--- src/rtl/cache_line_fill_if.sv ---
// Bundle of refill request, memory burst read, and data/tag SRAM write-port signals.
// The refill engine drives through the master modport; the slave modport is the environment.
interface cache_line_fill_if #(
  parameter int unsigned word_width  = 32,
  parameter int unsigned index_width = 8,
  parameter int unsigned tag_width   = 18,
  parameter int unsigned line_words  = 4
);
  localparam int unsigned off_w = $clog2(line_words);

  logic                                 fill_req;
  logic [index_width-1:0]               fill_index;
  logic [tag_width-1:0]                 fill_tag;
  logic                                 fill_ready;
  logic                                 fill_done;

  logic                                 mem_read;
  logic [tag_width+index_width+off_w-1:0] mem_address;
  logic [off_w:0]                       mem_burstcount;
  logic                                 mem_waitrequest;
  logic [word_width-1:0]                mem_readdata;
  logic                                 mem_readdatavalid;

  logic [index_width+off_w-1:0]         data_wraddress;
  logic                                 data_wren;
  logic [word_width-1:0]                data_data;

  logic [index_width-1:0]               tag_wraddress;
  logic                                 tag_wren;
  logic [tag_width:0]                   tag_data;

  modport master (
    input  fill_req, fill_index, fill_tag, mem_waitrequest, mem_readdata, mem_readdatavalid,
    output fill_ready, fill_done, mem_read, mem_address, mem_burstcount,
    output data_wraddress, data_wren, data_data, tag_wraddress, tag_wren, tag_data
  );

  modport slave (
    output fill_req, fill_index, fill_tag, mem_waitrequest, mem_readdata, mem_readdatavalid,
    input  fill_ready, fill_done, mem_read, mem_address, mem_burstcount,
    input  data_wraddress, data_wren, data_data, tag_wraddress, tag_wren, tag_data
  );
endinterface

--- src/rtl/cache_line_fill.sv ---
// Cache refill engine: sweeps the tag SRAM invalid after reset, then bursts missing lines
// from memory into the data SRAM and commits the tag only after the whole line is written.
module cache_line_fill #(
  parameter int unsigned word_width  = 32,
  parameter int unsigned index_width = 8,
  parameter int unsigned tag_width   = 18,
  parameter int unsigned line_words  = 4
) (
  input logic              clk,
  input logic              rst,
  cache_line_fill_if.master bus
);
  localparam int unsigned off_w = $clog2(line_words);
  localparam logic [index_width:0] clr_last  = (index_width+1)'((1 << index_width) - 1);
  localparam logic [off_w:0]       beat_full = (off_w+1)'(line_words);
  localparam logic [off_w:0]       beat_last = (off_w+1)'(line_words - 1);

  typedef enum logic [2:0] {StClear, StIdle, StReq, StRecv, StCommit} state_e;

  state_e                   state_q, state_d;
  logic [index_width:0]     clr_q, clr_d;
  logic [off_w:0]           beat_q, beat_d;
  logic [index_width-1:0]   idx_q, idx_d;
  logic [tag_width-1:0]     tag_q, tag_d;

  logic                     fill_ready_q, fill_ready_d;
  logic                     fill_done_q, fill_done_d;
  logic                     mem_read_q, mem_read_d;
  logic [tag_width+index_width+off_w-1:0] mem_address_q, mem_address_d;
  logic [off_w:0]           mem_burstcount_q, mem_burstcount_d;
  logic [index_width+off_w-1:0] data_wraddress_q, data_wraddress_d;
  logic                     data_wren_q, data_wren_d;
  logic [word_width-1:0]    data_data_q, data_data_d;
  logic [index_width-1:0]   tag_wraddress_q, tag_wraddress_d;
  logic                     tag_wren_q, tag_wren_d;
  logic [tag_width:0]       tag_data_q, tag_data_d;

  logic accept_fill, beat_ok, last_beat;

  // fill_ready_q gates acceptance so a request in the first IDLE cycle is not taken early
  assign accept_fill = (state_q == StIdle) && fill_ready_q && bus.fill_req;
  assign beat_ok     = bus.mem_readdatavalid && ((state_q == StReq) || (state_q == StRecv)) &&
                       (beat_q != beat_full);
  assign last_beat   = beat_ok && (beat_q == beat_last);

  always_ff @(posedge clk) begin
    if (rst) begin
      state_q          <= StClear;
      clr_q            <= '0;
      beat_q           <= '0;
      idx_q            <= '0;
      tag_q            <= '0;
      fill_ready_q     <= 1'b0;
      fill_done_q      <= 1'b0;
      mem_read_q       <= 1'b0;
      mem_address_q    <= '0;
      mem_burstcount_q <= '0;
      data_wraddress_q <= '0;
      data_wren_q      <= 1'b0;
      data_data_q      <= '0;
      tag_wraddress_q  <= '0;
      tag_wren_q       <= 1'b0;
      tag_data_q       <= '0;
    end else begin
      state_q          <= state_d;
      clr_q            <= clr_d;
      beat_q           <= beat_d;
      idx_q            <= idx_d;
      tag_q            <= tag_d;
      fill_ready_q     <= fill_ready_d;
      fill_done_q      <= fill_done_d;
      mem_read_q       <= mem_read_d;
      mem_address_q    <= mem_address_d;
      mem_burstcount_q <= mem_burstcount_d;
      data_wraddress_q <= data_wraddress_d;
      data_wren_q      <= data_wren_d;
      data_data_q      <= data_data_d;
      tag_wraddress_q  <= tag_wraddress_d;
      tag_wren_q       <= tag_wren_d;
      tag_data_q       <= tag_data_d;
    end
  end

  always_comb begin
    state_d = state_q;
    clr_d   = clr_q;
    beat_d  = beat_ok ? beat_q + 1'b1 : beat_q;
    idx_d   = idx_q;
    tag_d   = tag_q;
    unique case (state_q)
      StClear: begin
        clr_d = clr_q + 1'b1;
        if (clr_q == clr_last) state_d = StIdle;
      end
      StIdle: begin
        if (accept_fill) begin
          state_d = StReq;
          idx_d   = bus.fill_index;
          tag_d   = bus.fill_tag;
          beat_d  = '0;
        end
      end
      StReq: begin
        if (!bus.mem_waitrequest) state_d = last_beat ? StCommit : StRecv;
      end
      // All beats may already have arrived while the request was still stalled
      StRecv: begin
        if (last_beat || (beat_q == beat_full)) state_d = StCommit;
      end
      StCommit: state_d = StIdle;
      default:  state_d = StClear;
    endcase
  end

  always_comb begin
    fill_ready_d     = (state_q == StIdle) && !accept_fill;
    fill_done_d      = (state_q == StCommit);
    mem_read_d       = accept_fill || ((state_q == StReq) && bus.mem_waitrequest);
    mem_address_d    = accept_fill ? {bus.fill_tag, bus.fill_index, {off_w{1'b0}}} : mem_address_q;
    mem_burstcount_d = accept_fill ? beat_full : mem_burstcount_q;
    data_wren_d      = beat_ok;
    data_wraddress_d = beat_ok ? {idx_q, beat_q[off_w-1:0]} : data_wraddress_q;
    data_data_d      = beat_ok ? bus.mem_readdata : data_data_q;
    tag_wren_d       = 1'b0;
    tag_wraddress_d  = tag_wraddress_q;
    tag_data_d       = tag_data_q;
    if (state_q == StClear) begin
      tag_wren_d      = 1'b1;
      tag_wraddress_d = clr_q[index_width-1:0];
      tag_data_d      = '0;
    end else if (state_q == StCommit) begin
      tag_wren_d      = 1'b1;
      tag_wraddress_d = idx_q;
      tag_data_d      = {1'b1, tag_q};
    end
  end

  assign bus.fill_ready     = fill_ready_q;
  assign bus.fill_done      = fill_done_q;
  assign bus.mem_read       = mem_read_q;
  assign bus.mem_address    = mem_address_q;
  assign bus.mem_burstcount = mem_burstcount_q;
  assign bus.data_wraddress = data_wraddress_q;
  assign bus.data_wren      = data_wren_q;
  assign bus.data_data      = data_data_q;
  assign bus.tag_wraddress  = tag_wraddress_q;
  assign bus.tag_wren       = tag_wren_q;
  assign bus.tag_data       = tag_data_q;
endmodule

--- src/flat_wrapper.sv ---
// flat-port wrapper written by rule: the top's interface ports become plain ports
module cache_line_fill_flat 
#(
  parameter int unsigned word_width  = 32,
  parameter int unsigned index_width = 8,
  parameter int unsigned tag_width   = 18,
  parameter int unsigned line_words  = 4
)
  (clk, rst, bus_fill_req, bus_fill_index, bus_fill_tag, bus_mem_waitrequest, bus_mem_readdata, bus_mem_readdatavalid, bus_fill_ready, bus_fill_done, bus_mem_read, bus_mem_address, bus_mem_burstcount, bus_data_wraddress, bus_data_wren, bus_data_data, bus_tag_wraddress, bus_tag_wren, bus_tag_data);
  cache_line_fill_if #(.word_width(word_width), .index_width(index_width), .tag_width(tag_width), .line_words(line_words)) bus_i ();
  input logic clk;
  input logic rst;
  input wire logic [$bits(bus_i.fill_req)-1:0] bus_fill_req;
  input wire logic [$bits(bus_i.fill_index)-1:0] bus_fill_index;
  input wire logic [$bits(bus_i.fill_tag)-1:0] bus_fill_tag;
  input wire logic [$bits(bus_i.mem_waitrequest)-1:0] bus_mem_waitrequest;
  input wire logic [$bits(bus_i.mem_readdata)-1:0] bus_mem_readdata;
  input wire logic [$bits(bus_i.mem_readdatavalid)-1:0] bus_mem_readdatavalid;
  output wire logic [$bits(bus_i.fill_ready)-1:0] bus_fill_ready;
  output wire logic [$bits(bus_i.fill_done)-1:0] bus_fill_done;
  output wire logic [$bits(bus_i.mem_read)-1:0] bus_mem_read;
  output wire logic [$bits(bus_i.mem_address)-1:0] bus_mem_address;
  output wire logic [$bits(bus_i.mem_burstcount)-1:0] bus_mem_burstcount;
  output wire logic [$bits(bus_i.data_wraddress)-1:0] bus_data_wraddress;
  output wire logic [$bits(bus_i.data_wren)-1:0] bus_data_wren;
  output wire logic [$bits(bus_i.data_data)-1:0] bus_data_data;
  output wire logic [$bits(bus_i.tag_wraddress)-1:0] bus_tag_wraddress;
  output wire logic [$bits(bus_i.tag_wren)-1:0] bus_tag_wren;
  output wire logic [$bits(bus_i.tag_data)-1:0] bus_tag_data;
  assign bus_i.fill_req = bus_fill_req;
  assign bus_i.fill_index = bus_fill_index;
  assign bus_i.fill_tag = bus_fill_tag;
  assign bus_i.mem_waitrequest = bus_mem_waitrequest;
  assign bus_i.mem_readdata = bus_mem_readdata;
  assign bus_i.mem_readdatavalid = bus_mem_readdatavalid;
  assign bus_fill_ready = bus_i.fill_ready;
  assign bus_fill_done = bus_i.fill_done;
  assign bus_mem_read = bus_i.mem_read;
  assign bus_mem_address = bus_i.mem_address;
  assign bus_mem_burstcount = bus_i.mem_burstcount;
  assign bus_data_wraddress = bus_i.data_wraddress;
  assign bus_data_wren = bus_i.data_wren;
  assign bus_data_data = bus_i.data_data;
  assign bus_tag_wraddress = bus_i.tag_wraddress;
  assign bus_tag_wren = bus_i.tag_wren;
  assign bus_tag_data = bus_i.tag_data;
  cache_line_fill #(.word_width(word_width), .index_width(index_width), .tag_width(tag_width), .line_words(line_words)) u_core (.clk(clk), .rst(rst), .bus(bus_i));
endmodule
--- config.mk ---
export PLATFORM = sky130hd
export DESIGN_NAME = cache_line_fill_flat
export DESIGN_NICKNAME = d
export VERILOG_FILES = /design/src/rtl/cache_line_fill_if.sv /design/src/rtl/cache_line_fill.sv /design/src/flat_wrapper.sv
export SDC_FILE = /design/constraint.sdc
export NUM_CORES = 1
export LEC_CHECK = 0
export ABC_AREA = 1
export CAP_MARGIN = 20
export CORE_MARGIN = 2
export CORE_UTILIZATION = 49
export CTS_CLUSTER_SIZE = 12
export DETAILED_ROUTE_END_ITERATION = 10
export GPL_ROUTABILITY_DRIVEN = 0
export PLACE_DENSITY_LB_ADDON = 0.2
export SYNTH_ARGS = -nofsm -noshare
export SYNTH_HDL_FRONTEND = slang
export SYNTH_SLANG_ARGS = --single-unit
--- constraint.sdc ---
create_clock -name clk -period 4.8 [get_ports clk]
set_clock_uncertainty 0.15 [all_clocks]
set_input_delay 1.2 -clock clk [delete_from_list [all_inputs] [get_ports clk]]
set_output_delay 1.2 -clock clk [all_outputs]
set_load 0.02 [all_outputs]
==> results of run 1 <==
==> worst max-delay path, delay by kind of cell <==
family	cells	cell delay (ns)
AO/OA/AOI/OAI	1	0.14
buffers and inverters	2	0.77
AND/OR/NAND/NOR	3	1.07
==> report_power, final <==
group          internal, mW  total [mW]  switching, mW
combinational         0.110       0.259          0.149
clock                 0.876        1.38          0.499
sequential             1.21        1.23         0.0218
==> synth_stat cells (all sizes together) <==
| cell type | number | share of area [%] |
|---|---|---|
| o221ai | 2 | 0.34 |
| nand3 | 35 | 3.5 |
| dfxtp | 142 | 56 |
| nor3 | 5 | 0.59 |
| nor2 | 94 | 7.3 |
| xor2 | 1 | 0.17 |
| a21oi | 38 | 3.7 |
| conb | 1 | 0.073 |
| nor4 | 1 | 0.12 |
| nand4 | 2 | 0.24 |
| inv | 45 | 3.4 |
| a211oi | 5 | 0.73 |
| nand2 | 155 | 12 |
| buf | 29 | 4.0 |
| o211ai | 1 | 0.15 |
| a31oi | 2 | 0.24 |
| o21ai | 65 | 6.4 |
| ha | 5 | 1.2 |
| clkbuf | 7 | 0.51 |
==> sequential cells by signal, indices dropped and copies added (netlist names), 3 cells and up <==
name / flops
u_core.bus.data_data: 32
u_core.bus.mem_address: 26
u_core.bus.tag_data: 19
u_core.tag_q: 18
u_core.bus.data_wraddress: 10
u_core.clr_q: 9
u_core.bus.tag_wraddress: 8
u_core.idx_q: 8
u_core.beat_q: 3
u_core.state_q: 3
==> cells in the final DEF, fill, tap and decap left out <==
cell	netlist	routed
sky130_fd_sc_hd__nor2_1	89	89
sky130_fd_sc_hd__bufinv_16	0	4
sky130_fd_sc_hd__nand2_4	1	1
sky130_fd_sc_hd__nor4_1	1	1
sky130_fd_sc_hd__inv_4	1	1
sky130_fd_sc_hd__a211oi_1	5	5
sky130_fd_sc_hd__nor2_2	3	3
sky130_fd_sc_hd__o21ai_1	11	11
sky130_fd_sc_hd__clkbuf_8	0	3
sky130_fd_sc_hd__a31oi_1	2	2
sky130_fd_sc_hd__clkdlybuf4s50_1	0	163
sky130_fd_sc_hd__conb_1	1	4
sky130_fd_sc_hd__clkinv_2	0	1
sky130_fd_sc_hd__buf_4	12	2
sky130_fd_sc_hd__inv_6	0	1
sky130_fd_sc_hd__nand3_1	34	34
sky130_fd_sc_hd__nand2_1	151	151
sky130_fd_sc_hd__nor3_2	1	1
sky130_fd_sc_hd__inv_1	39	39
sky130_fd_sc_hd__inv_2	5	5
sky130_fd_sc_hd__dfxtp_1	142	142
sky130_fd_sc_hd__clkbuf_1	7	1
sky130_fd_sc_hd__o221ai_1	2	2
sky130_fd_sc_hd__o21ai_0	54	54
sky130_fd_sc_hd__a21oi_1	38	38
sky130_fd_sc_hd__ha_1	5	5
sky130_fd_sc_hd__clkinvlp_4	0	1
sky130_fd_sc_hd__o211ai_1	1	1
sky130_fd_sc_hd__nand3_2	1	1
sky130_fd_sc_hd__clkbuf_16	0	16
sky130_fd_sc_hd__nand2_2	3	3
sky130_fd_sc_hd__nor3_1	4	4
sky130_fd_sc_hd__xor2_1	1	1
sky130_fd_sc_hd__clkinv_4	0	5
sky130_fd_sc_hd__nand4_1	2	2
sky130_fd_sc_hd__nor2_4	2	2
==> cell families (layout without fill, tap and decap cells) <==
logic type	after synthesis	in the layout	share of synthesized area, %
other cells	1	4	0.07333
buf+inv	81	242	7.903
flops	142	142	55.59
simple gates	292	292	23.49
fa+ha+maj	5	5	1.223
xor+xnor	1	1	0.1713
compound gates	113	113	11.55
==> routing by layer <==
| metal | vias up | part of all wire, % | global-route usage (%) |
|---|---|---|---|
| li1 | 2333 | - | - |
| met2 | 157 | 49 | 37.82 |
| met5 | - | 0 | 0 |
| met1 | 2183 | 42 | 28.87 |
| met3 | 19 | 7.7 | 7.174 |
| met4 | 0 | 1.8 | 9.211 |
==> metrics by stage <==
| stage | setup slack [ns] | hold slack, ns |
|---|---|---|
| floorplan | 2.613 | 0.2691 |
| global placement | 1.453 | 0.2783 |
| detailed placement | 1.372 | 0.2836 |
| CTS | 1.877 | 0.2992 |
| global route | 1.667 | 0.3167 |
| finish | 1.842 | 0.2957 |
==> final cells by class <==
cell class	count	area, um2
timing repair buffer	165	1647
clock buffer	20	445.4
multi-input combinational	415	1878
fill	781	2892
tap	136	170.2
inverter	45	171.4
sequential	142	2843
clock inverter	12	185.2
==> path summary, 6_finish.rpt <==
check / endpoint / slack, ns / cells past startpoint / startpoint
setup reg to reg: u_core.idx_q[0] / 2.46 / 6 / u_core.state_q[1]
setup / recovery: u_core.idx_q[0] / 1.84 / 6 / bus_fill_req
hold / removal: u_core.tag_q[6] / 0.30 / 2 / u_core.tag_q[6]
hold reg to reg: u_core.tag_q[6] / 0.30 / 2 / u_core.tag_q[6]
==> run metrics, run 1 <==
outcome finished clean; number of violations of the max-capacitance limit 0; number of violations reported at the end of detailed-routing iteration 0 around 330; antenna violation net count after detailed routing 0; stage delay of the slowest cell on the critical path a little over 0.6 ns; DRT Pass-1 Iters 5; total power consumption of the routed design ~2.9 mW; post-CTS setup buffer count 0; Final setup viols 0; antenna diode instance count 0; Cell Area, Placed 0.006709 mm2; Final Hold Vio Count 0; final critical-path required period roughly 3 ns; most frequent cell on the critical path sky130_fd_sc_hd__nor2_4; via count of the first global-routing pass approximately 4.4k; full die area around 0.011 mm2; clock sink total ~140; Max Root-Sink Buffers 2; Core ar. about 0.010 mm2; Netlist cell types 30; slowest library cell on the worst path sky130_fd_sc_hd__nor2_4; Fin Setup TNS 0 ns; RSZ-0062 raised after global routing no; synthesized area per cell slightly above 8 um2; routed wire length per instance around 14 um; final-report max-slew violation count 0; maximum clock frequency 338.1 MHz; Crit path arrival time between 3 and 4 ns; #FFs+latches synth roughly 140; Post-Layout Cell Count between 900 and 1k; standard-cell rows 37; post-cts hold buffer count 0; transition time at the pin with the least slew margin 0.9489 ns; CTS tree done; CP Max Fanout 42; number of warnings reported in the yosys synthesis log 0; Tcrit/Tclk final 61.62%; root buffer selected by CTS sky130_fd_sc_hd__clkbuf_8; cell count after placement between 900 and 1k; initial antenna violation count 0; post-cts sizing count 0; NumNets Final around 850; launching element type of the critical path input pin; layout overhead on the synthesized area 43.53%; via-per-instance ratio about 5.0; clock insertion delay at the later pin of the skew report 0.52 ns; Detailed Place HPWL between 8 and 9 mm; horizontal extent of the die 106.2 um; Leak Pwr between 2 and 3 nW; first-pass GRT wire length 20.80 mm; share of the yosys chip area belonging to registers a little under three fifths; total routing resource utilization after global routing 23.28%; utilization after layout 71.74%; Die H between 100 and 150 um; type of the most critical hold path flop to flop; cell area power density between 300 and 400 mW/mm2; startpoint-to-endpoint class of the critical path input pin to flop; initial standard-cell utilization of the core between 40% and 50%; worst-case vdd ir drop approximately 0.34 mV; cell count after synthesis around 640; Max-slew headroom a little over a third; maximum level of the CTS H-tree 4; critical path, cell by cell clkdlybuf4s50_1 > nand2_1 > nor2_4 > nor2_4 > inv_2 > o21ai_0; largest net degree at the start of global routing 57; Worst Setup End Kind flop; count of vias placed by the detailed router approximately 4.7k; TritonCTS buffer count 17; data required time of the critical path ~5.0 ns; detailed-route DRC error count 0; post-detailed-routing wire length 12.89 mm; total overflow reported by the global router 0; clock edge transition at the registers on the reported setup and hold paths about 0.060 ns; post-route cell area 0.007340 mm2; IO buf count 163; share of post-route cells with drive strength above 1 6.258%; number of ports placed on the die boundary 168; netlist area before placement ~0.005 mm2
No activity file was read; power rests on OpenSTA's default activity.
==> run 2: changes to the inputs <==
- CORE_UTILIZATION: 49 -> 46
- clock period: 4.8 -> 3.1 ns (I/O delays scaled with it)
==> run 2 against run 1 <==
Non-clock buffer count rose by 5. Via count decreased by 1.0%. Core utilization decreased by 3.3 points. Register-to-register slack got worse by 1.5 ns. Power is 59% higher. Sequential share of layout area decreased by 0.41 points. Clock power grew 61%. Count of clock-buffer cells in the layout increased by 2. Sequential power up 55%. Critical path depth down 5. Die area rose by 6.3%. Cell count rose by 0.86%. Critical path type is now flop to primary output. Critical endpoint is now bus_tag_wraddress[1]. Largest power group unchanged. Highest routed layer unchanged.
==> run metrics, run 2 (synthesis results as in run 1) <==
launching element type of the critical path flop; cell count after placement 912; NumNets Final around 860; clock edge transition at the registers on the reported setup and hold paths roughly 0.060 ns; met2 WL post-DR 6.524 mm; switching part of the total power a little under a quarter; maximum clock frequency 408.6 MHz; maximum level of the CTS H-tree 4; data required time of the critical path approximately 2.2 ns; post-CTS setup buffer count 0; Final Hold Vio Count 0; full die area approximately 0.012 mm2; detailed-route DRC error count 0; post-cts sizing count 0; area occupied by registers roughly 0.0028 mm2; antenna diode instance count 0; startpoint-to-endpoint class of the critical path flop to primary output; Fin Setup TNS 0 ns; CP Max Fanout 2; total area of multi-input combinational cells 0.001878 mm2; clock sink total between 100 and 150; largest net degree at the start of global routing 65; Final setup viols 0; count of buffer and inverter cells on the critical path 1; Net Switching 1.023 mW; first-pass GRT wire length around 21 mm; DRT Pass-1 Iters 6; combinational share of power under 10%; Internal Pwr Total about 3.5 mW; count of vias placed by the detailed router between 4k and 5k; type of the most critical hold path flop to flop; highest metal layer with signal wires met4; antenna violation net count after detailed routing 0; initial standard-cell utilization of the core 47.17%; critical path, cell by cell clkdlybuf4s50_1; number of violations reported at the end of detailed-routing iteration 0 253; utilization after layout between 60% and 70%; share of post-route cells with drive strength above 1 6.725%; IO buf count between 150 and 200; total overflow reported by the global router 0; number of ports placed on the die boundary ~170; Max-slew headroom around 67%; Leak Pwr between 2 and 3 nW; filler cell count in the final layout approximately 890; Core ar. about 0.011 mm2; slowest library cell on the worst path sky130_fd_sc_hd__clkdlybuf4s50_1; layout overhead on the synthesized area 45.05%; most frequent standard cell in the layout excluding fill and tap cells sky130_fd_sc_hd__clkdlybuf4s50_1; transition time at the pin with the least slew margin approximately 0.5 ns; post-detailed-routing wire length 13.34 mm; initial antenna violation count 0; worst-case vdd ir drop approximately 0.36 mV; Detailed Place HPWL between 9 and 10 mm; Tcrit/Tclk final 78.95%; standard-cell rows 38; flip-flop count of the largest register after layout 32; RSZ-0062 raised after global routing no; met3 wire len 816 um; Sequential Power Share between 40% and 50%; cell area power density 612.3 mW/mm2; Max Root-Sink Buffers 2; Die H about 110 um; final-report max-slew violation count 0; Crit path arrival time 1.52 ns; clock insertion delay at the later pin of the skew report approximately 0.52 ns; routed wire length per instance ~14 um; Post-Layout Cell Count between 900 and 1k; root buffer selected by CTS sky130_fd_sc_hd__clkbuf_8; commonest non-fill, non-tap cells in the layout sky130_fd_sc_hd__clkdlybuf4s50_1 (163), sky130_fd_sc_hd__nand2_1 (151), sky130_fd_sc_hd__dfxtp_1 (142); TritonCTS buffer count 17; via-per-instance ratio approximately 4.9; CTS tree done; wl on met1 ~5.8 mm; clock share of power 48.9%; outcome finished clean; total routing resource utilization after global routing 22.59%; post-cts hold buffer count 0; start point of the worst hold path u_core.bus.mem_address[11]; number of violations of the max-capacitance limit 0; crit path launch u_core.bus.tag_wraddress[1]; worst reg2reg path startpoint u_core.beat_q[0]; Worst Setup End Kind primary output; final critical-path required period between 2 and 2.5 ns; horizontal extent of the die between 100 and 150 um; crit-path leading delay family buffers and inverters; stage delay of the slowest cell on the critical path roughly 0.66 ns; via count of the first global-routing pass around 4.3k
## run 2: cell count changes in the layout (fill, tap and decap cells not counted), sizes merged
cell / delta
buf: +5
clkinv: -4
clkbuf: +2
bufinv: +1
## run 2: area by class of cell
| class | instances | share of cell area, % |
|---|---|---|
| flip-flops and latches | 142 | 38.33 |
| multi-input cells | 415 | 25.32 |
| repair buffers | 170 | 22.87 |
| clock buffers | 22 | 6.377 |
| clock inverters | 9 | 2.429 |
| well taps | 140 | 2.362 |
| inverters | 45 | 2.311 |
## run 2: path summary, 6_finish.rpt
| path | end | slack (ns) | cells after the start |
|---|---|---|---|
| max reg2reg | u_core.bus.data_wraddress[2] | 0.92 | 9 |
| min | u_core.bus.mem_address[11] | 0.30 | 2 |
| min reg2reg | u_core.bus.mem_address[11] | 0.30 | 2 |
| max | bus_tag_wraddress[1] | 0.65 | 1 |
## run 2: power groups by stage
stage	Clock, mW	Sequential [mW]	Combinational, mW
6_report	2.22	1.91	0.414
4_1_cts	2.24	1.90	0.414
2_1_floorplan	0	1.97	0.214
3_3_place_gp	0	1.94	0.397
3_5_place_dp	0	1.94	0.409
5_1_grt	2.32	1.91	0.452
## run 2: per-stage QoR
| stage | hold slack [ns] | cell area (um2) | setup WS [ns] | power, mW |
|---|---|---|---|---|
| 4_1_cts | 0.3003 | 7417 | 0.6567 | 4.554 |
| 6_report | 0.2969 | 7417 | 0.6524 | 4.542 |
| 3_3_place_gp | 0.2773 | 6764 | 0.6087 | 2.338 |
| 2_1_floorplan | 0.2691 | 5125 | 1.308 | 2.179 |
| 3_5_place_dp | 0.2844 | 6764 | 0.5569 | 2.352 |
| 5_1_grt | 0.3063 | 7417 | 0.6238 | 4.685 |
## run 2: layer usage
| layer | GRT usage, % | up-vias |
|---|---|---|
| li1 | - | 2330 |
| met1 | 28.53 | 2143 |
| met2 | 37.35 | 154 |
| met3 | 5.394 | 17 |
| met4 | 8.770 | 0 |
| met5 | 0 | - |
==> run 3: changes to the inputs <==
- clock period: 3.1 -> 2.3 ns (I/O delays scaled with it)
==> run 3 against run 2 <==
Core utilization is 0.55 points lower. Register-to-register slack got worse by 0.64 ns. Combinational power up 32%. Worst hold slack improved by 0.00086 ns. Largest cell class unchanged.
==> run metrics, run 3 (synthesis results as in run 1) <==
outcome finished clean; post-CTS setup buffer count 0; TritonCTS buffer count 17; Max Root-Sink Buffers 2; RSZ-0062 raised after global routing no; most frequent standard cell in the layout excluding fill and tap cells sky130_fd_sc_hd__clkdlybuf4s50_1; clock sink total about 140; cell area power density 783.5 mW/mm2; number of ports placed on the die boundary between 150 and 200; NumNets Final 860; layout overhead on the synthesized area 43.87%; transition time at the pin with the least slew margin 0.7713 ns; type of the most critical hold path flop to flop; post-route worst setup slack 0.08338 ns; antenna diode instance count 0; CTS tree done; R2R Setup Slk between 0.2 and 0.3 ns; maximum clock frequency about 450 MHz; worst hold slack after final layout 0.2978 ns; Max-slew headroom between 40 and 50%; routed wire length per instance around 14 um; pre-CTS setup slack -0.1859 ns; Worst Setup End Kind primary output; detailed-route DRC error count 0; met2 WL post-DR 6.453 mm; Final setup viols 0; launching element type of the critical path flop; horizontal extent of the die around 110 um; total overflow reported by the global router 0; slowest library cell on the worst path sky130_fd_sc_hd__clkdlybuf4s50_1; filler cell count in the final layout 921; wl on met1 roughly 5.7 mm; flip-flop count of the largest register after layout 32; total routing resource utilization after global routing a little under a quarter; count of buffer and inverter cells on the critical path 1; Tcrit/Tclk final between 90% and 100%; final-report max-slew violation count 0; crit-path leading delay family buffers and inverters; number of violations of the max-capacitance limit 0; met3 wire len a little over 800 um; via count of the first global-routing pass about 4.5k; first-pass GRT wire length around 21 mm; startpoint-to-endpoint class of the critical path flop to primary output; initial antenna violation count 0; data required time of the critical path roughly 1.6 ns; stage delay of the slowest cell on the critical path between 0.6 and 0.7 ns; CP Max Fanout 2; full die area 0.01198 mm2; IO buf count between 150 and 200; count of vias placed by the detailed router 4599; share of post-route cells with drive strength above 1 7.205%; standard-cell rows 38; Core ar. ~0.011 mm2; clock insertion delay at the later pin of the skew report roughly 0.51 ns; post-cts hold buffer count 0; antenna violation net count after detailed routing 0; commonest non-fill, non-tap cells in the layout sky130_fd_sc_hd__clkdlybuf4s50_1 (163), sky130_fd_sc_hd__nand2_1 (151), sky130_fd_sc_hd__dfxtp_1 (142); root buffer selected by CTS sky130_fd_sc_hd__clkbuf_8; Leak Pwr 2.943 nW; Crit path arrival time roughly 1.5 ns; initial standard-cell utilization of the core between 40% and 50%; largest net degree at the start of global routing between 50 and 60; highest metal layer with signal wires met4; Detailed Place HPWL 9.053 mm; clock edge transition at the registers on the reported setup and hold paths around 0.060 ns; post-route cell area ~0.0074 mm2; number of violations reported at the end of detailed-routing iteration 0 a little over 200; Cell Area, Placed between 0.006 and 0.007 mm2; Final Hold Vio Count 0; post-detailed-routing wire length 13.19 mm; Die H 109.4 um; critical path, cell by cell clkdlybuf4s50_1; DRT Pass-1 Iters 4; worst-case vdd ir drop 0.4735 mV; final critical-path required period 2.217 ns; maximum level of the CTS H-tree 4; via-per-instance ratio just under 5
## run 3: changes by cell type in the layout (fill, tap and decap cells not counted), sizes merged
cell,change
inv,+7
clkinv,+2
buf,+1
clkbuf,-4
bufinv,-4
## run 3: through the flow
stage | utilization, % | instances | setup TNS [ns] | power (mW)
finish | 67.87 | 945 | 0 | 5.764
global route | 67.87 | 945 | 0 | 5.963
CTS | 67.81 | 945 | 0 | 5.807
detailed placement | 62.47 | 913 | -2.778 | 3.159
global placement | 62.47 | 913 | -1.578 | 3.150
floorplan | - | 638 | 0 | 2.937
## run 3: metal layers
metal  vias to the layer above  global-route usage [%]
met5                         -                       0
met4                         0                   8.590
met3                        20                   6.343
met2                       142                   38.14
met1                      2098                   27.48
li1                       2339                       -
## run 3: final timing paths
| path | start | to | cells past startpoint |
|---|---|---|---|
| max | u_core.bus.mem_burstcount[2] | bus_mem_burstcount[2] | 1 |
| min | u_core.tag_q[10] | u_core.tag_q[10] | 2 |
| max reg2reg | u_core.state_q[1] | u_core.tag_q[17] | 6 |
| min reg2reg | u_core.tag_q[10] | u_core.tag_q[10] | 2 |
## run 3: report_power, final
| group | switching (mW) | leakage [nW] | internal, mW |
|---|---|---|---|
| clock network | 1.14 | 0.284 | 1.51 |
| registers | 0.0460 | 1.14 | 2.52 |
| logic | 0.311 | 1.51 | 0.235 |
| total | 1.50 | 2.94 | 4.26 |
## run 3: cell type report
class,instances,area (um2),share of cell area (%)
Timing Repair Buffer,171,1704,23.16
Tap cell,140,175.2,2.381
Clock inverter,14,151.4,2.058
Inverter,45,171.4,2.330
Multi-Input combinational cell,415,1884,25.61
Sequential cell,142,2843,38.64
Clock buffer,18,427.9,5.816
## run 3: timing repair
item                       CTS  global route
resized for setup            0             1
hold endpoints to repair     0             0
setup endpoints to repair    0             2
